File: src/rtl/pc_seq_pkg.sv
// Shared opcodes, FSM state encoding and the default program image for the program sequencer.
package pc_seq_pkg;

   localparam logic [2:0] OPC_ADD = 3'b000;
   localparam logic [2:0] OPC_SUB = 3'b001;
   localparam logic [2:0] OPC_MUL = 3'b010;
   localparam logic [2:0] OPC_BRZ = 3'b100;
   localparam logic [2:0] OPC_HLT = 3'b101;
   localparam logic [2:0] OPC_LDI = 3'b110;
   localparam logic [2:0] OPC_JMP = 3'b111;

   typedef enum logic {
      ST_RUN  = 1'b0,
      ST_HALT = 1'b1
   } seq_state_t;

   // LDI R0,5 ; ADD 1 x3 ; JMP 1 -- an endless accumulate loop
   function automatic logic [7:0] default_prog(input logic [31:0] addr);
      logic [7:0] word;
      case (addr)
         32'd0:                word = 8'hC5;
         32'd1, 32'd2, 32'd3:  word = 8'h01;
         32'd4:                word = 8'hE1;
         default:              word = 8'h00;
      endcase
      return word;
   endfunction

endpackage

File: src/rtl/pc_seq_store.sv
// Program store with combinational read. Default build: constant ROM.
// With PC_SEQ_PROG_LOAD_EN: writable array reloaded with the default program on reset.
module pc_seq_store
   import pc_seq_pkg::*;
#(
   parameter int IW    = 8,
   parameter int AW    = 4,
   parameter int DEPTH = 16
) (
`ifdef PC_SEQ_PROG_LOAD_EN
   input  logic          clock,
   input  logic          reset,
   input  logic          prog_we,
   input  logic [AW-1:0] prog_addr,
   input  logic [IW-1:0] prog_data,
`endif
   input  logic [AW-1:0] rd_addr,
   output logic [IW-1:0] rd_data
);

`ifdef PC_SEQ_PROG_LOAD_EN
   logic [IW-1:0] mem [DEPTH];

   always_ff @(posedge clock) begin
      if (reset) begin
         for (int i = 0; i < DEPTH; i++) mem[i] <= IW'(default_prog(32'(i)));
      end else if (prog_we && (32'(prog_addr) < DEPTH)) begin
         mem[prog_addr] <= prog_data;
      end
   end

   always_comb begin
      rd_data = '0;
      if (32'(rd_addr) < DEPTH) rd_data = mem[rd_addr];
   end
`else
   always_comb begin
      rd_data = '0;
      if (32'(rd_addr) < DEPTH) rd_data = IW'(default_prog(32'(rd_addr)));
   end
`endif

endmodule

File: src/rtl/pc_sequencer.sv
// Instruction fetch sequencer: pc, JMP/BRZ/HLT control flow and valid/ready presentation.
// Optional PC_SEQ_PROG_LOAD_EN adds a program-load write port into the store.
//
//  state   | meaning
//  --------+----------------------------------------------------------
//  ST_RUN  | fetching whenever ena and the output slot is free
//  ST_HALT | HLT fetched; pc frozen until restart or reset
module pc_sequencer
   import pc_seq_pkg::*;
#(
   parameter int IW        = 8,
   parameter int AW        = 4,
   parameter int DEPTH     = 16,
   parameter int LAST_ADDR = DEPTH - 1
) (
   input  logic          clock,
   input  logic          reset,
   input  logic          ena,
   input  logic          restart,
   input  logic          zero_flag,
   input  logic          instr_ready,
`ifdef PC_SEQ_PROG_LOAD_EN
   input  logic          prog_we,
   input  logic [AW-1:0] prog_addr,
   input  logic [IW-1:0] prog_data,
`endif
   output logic [IW-1:0] instr_out,
   output logic          instr_valid,
   output logic          halted,
   output logic [AW-1:0] pc_out
);

   seq_state_t    state;
   logic [AW-1:0] pc;
   logic [AW-1:0] seq_pc;
   logic [AW-1:0] next_pc;
   logic [IW-1:0] fetch_word;
   logic [2:0]    opc;
   logic          fetch;

   pc_seq_store #(.IW(IW), .AW(AW), .DEPTH(DEPTH)) u_store (
`ifdef PC_SEQ_PROG_LOAD_EN
      .clock     (clock),
      .reset     (reset),
      .prog_we   (prog_we),
      .prog_addr (prog_addr),
      .prog_data (prog_data),
`endif
      .rd_addr   (pc),
      .rd_data   (fetch_word)
   );

   always_comb begin
      opc     = fetch_word[IW-1:IW-3];
      seq_pc  = (pc == AW'(LAST_ADDR)) ? '0 : pc + 1'b1;
      next_pc = seq_pc;
      case (opc)
         OPC_JMP: next_pc = fetch_word[AW-1:0];
         OPC_BRZ: if (zero_flag) next_pc = fetch_word[AW-1:0];
         default: next_pc = seq_pc;
      endcase
      fetch = (state == ST_RUN) && ena && (!instr_valid || instr_ready);
   end

   always_ff @(posedge clock) begin
      if (reset) begin
         state       <= ST_RUN;
         pc          <= '0;
         instr_out   <= '0;
         instr_valid <= 1'b0;
         halted      <= 1'b0;
         pc_out      <= '0;
      end else if (restart) begin
         // a pending word is dropped; instr_out/pc_out keep stale contents under valid=0
         state       <= ST_RUN;
         pc          <= '0;
         instr_valid <= 1'b0;
         halted      <= 1'b0;
      end else if (fetch) begin
         instr_out   <= fetch_word;
         pc_out      <= pc;
         instr_valid <= 1'b1;
         pc          <= next_pc;
         if (opc == OPC_HLT) begin
            state  <= ST_HALT;
            halted <= 1'b1;
         end
      end else if (instr_valid && instr_ready) begin
         instr_valid <= 1'b0;
      end
   end

endmodule

File: config.mk
export PLATFORM = sky130hd
export DESIGN_NAME = pc_sequencer
export DESIGN_NICKNAME = d
export VERILOG_FILES = /design/src/rtl/pc_seq_pkg.sv /design/src/rtl/pc_seq_store.sv /design/src/rtl/pc_sequencer.sv
export SDC_FILE = /design/constraint.sdc
export NUM_CORES = 1
export LEC_CHECK = 0
export BUFFER_PORTS_ARGS = -buffer_cell sky130_fd_sc_hd__buf_4
export CORE_MARGIN = 5
export CORE_UTILIZATION = 40
export DETAILED_ROUTE_END_ITERATION = 10
export SYNTH_ARGS = -nofsm -noshare
export SYNTH_HDL_FRONTEND = slang
export SYNTH_SLANG_ARGS = --single-unit
File: constraint.sdc
create_clock -name clock -period 1.6 [get_ports clock]
set_input_delay 0.08 -clock clock [delete_from_list [all_inputs] [get_ports clock]]
set_output_delay 0.08 -clock clock [all_outputs]
set_load 0.1 [all_outputs]
==> out/metrics.yaml <==
status: "finished clean"
hold_buffers: 0
crit_chain: "inv_1 -> ha_1 -> nor4_1 -> a211o_1 -> o41ai_2"
ant_nets: 0
cts_root_buffer: "clkbuf_4"
hold_start: "restart"
min_path_type: "in2reg"
setup_viol: 0
max-cap-violations: 0
setup_slack_ns: 0.173
vdd_drop_max_uv: 514
drive_above_1_share_pct: 23.5
post_drt_wl_per_cell_um: 12.5
grt_max_degree: 12
antennaDiodeCount: 0
dieArea_um2: 2720
synth-seq-cells: 13
yosysTopAreaCell: "dfxtp_1"
crit_start: "pc[1]$_SDFFE_PP0N_"
slew_viol_final: 0
leakagePower_nw: 0.351
grt_pass1_wl_um: 2510
initial_utilization_pct: 41.5
r2r_end: "instr_out[0]$_SDFFE_PP0P_"
grtUsageTotal_pct: 12.3
cp.arrival_ns: 1.59
synth_common_cells: "dfxtp_1, a21oi_1, o21ai_0"
slowest_stage: "dfxtp_1"
syn_inst: 84
rrSetupSlack_ns: 0.17
crit_type: "reg2reg"
cts.clk_slew.worst_paths_ns: 0.09
yosysTopAreaCellShare_pct: 36.7
cts.sinks: 13
ioPinCount: 20
grt_overflow: 0
async_flop_share_pct: 0
rows: 15
netlist_area_um2: 709
synthTopCellsByArea: "dfxtp_1, buf_4, a21oi_1"
nFillCells: 166
grt_pass1_vias: 578
setup_tns_ns: 0
slowest_delay_ns: 0.43
drc: 0
critPathCaptureType: "flip-flop"
synth.most_common_cell: "dfxtp_1"
routed_wl_um: 1540
ys.flop_type: "dfxtp_1"
hold_violations: 0
rsz0062_at_grt: "false"
p_total_mw: 0.729
first_iter_violations: 19
ys_types: 27
layout_min_cycle_time_ns: 1.43
worst_setup_path_start_kind: "flip-flop"
die_height_um: 52.1
finClkSkew_ns: 0.00405
coreArea_um2: 1710
fp.dieW_um: 52.1
yosysSeqAreaShare_pct: 36.7
via_count: 620
worst_skew_pair.late_latency_ns: 0.27
io_buffers: 14
crit_required_ns: 1.76
gp_congestion: 0.796
avgViaCountPerCell: 5.04
rr_startpoint: "pc[1]$_SDFFE_PP0N_"
setup.worst_path.end: "instr_out[0]$_SDFFE_PP0P_"
postCtsSetupRepairBufs: 0
reg2reg_depth: 5
p_per_area_nw_per_um2: 869
max_freq_ghz: 0.701
cts.path.max_buffers: 2
cp_max_fo: 6
dr.pass1.iters: 4
h-tree-depth: 1
antenna_found_initial: 0
period_share_pct: 89.2
cts_tree: "done"
cts_buffers: 3
final_nets: 109
ys_warn_count: 0
dp_hpwl_um: 1140
syn_to_final_growth_pct: 18.3
avgSynthCellArea_um2: 8.45
pre_cts_ws_ns: 0.182
synth_edf_count: 0
cts_resized: 0
## worst min-delay path by stage
stage                                           end  slack, ns  depth (start not counted)
after floorplan           instr_out[0]$_SDFFE_PP0P_       0.18                          1
after global routing      instr_out[0]$_SDFFE_PP0P_       0.02                          2
final                     instr_out[0]$_SDFFE_PP0P_       0.02                          2
after global placement    instr_out[0]$_SDFFE_PP0P_       0.31                          2
after detailed placement  instr_out[0]$_SDFFE_PP0P_       0.31                          2
after CTS                 instr_out[0]$_SDFFE_PP0P_       0.02                          2
## cells in the final DEF, fill, tap and decap left out, types with 3 or more instances in the layout
cell	synthesis	final
a21oi_1	10	10
buf_4	7	17
clkbuf_4	0	3
conb_1	1	4
dfxtp_1	13	12
ha_1	4	4
inv_1	4	4
nand2_1	4	4
nand3_1	6	6
nor2b_1	4	4
o21ai_0	10	10
## critical path: cells and delay by family (launching register included)
family                     cells  cell delay (ns)
DFF                            1             0.43
buffers and inverters          1             0.11
and+or+nand+nor                1             0.30
AOI/OAI and AO/OA              2             0.23
adders and majority gates      1             0.25
## power by group
part | leakage, nW | switching, mW | total, mW | internal (mW)
Sequential | 0.106 | 0.00525 | 0.337 | 0.332
Combinational | 0.230 | 0.146 | 0.184 | 0.0387
Clock | 0.0150 | 0.111 | 0.208 | 0.0965
## final cells by class
class	instances	area, um2	area share, %
Inverter	4	15.0	1.79
Timing Repair Buffer	17	128	15.2
Tap cell	25	31.3	3.73
Clock buffer	4	26.3	3.13
Sequential cell	13	262	31.1
Multi-Input combinational cell	60	378	45.0
## stage by stage
step | hold slack [ns] | instance area [um2] | utilization (%) | cells
after detailed placement | 0.311 | 813 | 47.6 | 119
after global routing | 0.0231 | 840 | 49.2 | 123
after global placement | 0.313 | 813 | 47.6 | 119
after floorplan | 0.178 | 722 | - | 87
final | 0.0214 | 840 | 49.2 | 123
after CTS | 0.0189 | 840 | 49.2 | 123
## sequential cells by signal, summed over array words and instances (netlist names)
| register | cells |
|---|---|
| pc_out | 4 |
| instr_valid | 1 |
| instr_out | 4 |
| pc | 4 |
## per-layer routing
layer  GRT usage (%)  vias to the layer above  part of all wire, %  wire length [um]
li1                -                      319                    -                 -
met1            15.6                      283                   46               710
met2            20.3                       16                   48               741
met3            3.72                        2                  4.8                74
met4            2.62                        0                 0.78                12
met5               0                        -                    0                 0
## cell families (layout without fill, tap and decap cells)
| kind of cell | count (synthesis) | in the layout | synth area share (%) |
|---|---|---|---|
| other | 1 | 4 | 0.529 |
| AOI/OAI and AO/OA | 29 | 29 | 25.8 |
| DFF | 13 | 13 | 36.7 |
| adders and majority gates | 4 | 4 | 7.05 |
| and+or+nand+nor | 23 | 23 | 18.3 |
| buffers and inverters | 14 | 25 | 11.6 |
Note: power is estimated with default switching activity, not from simulation.
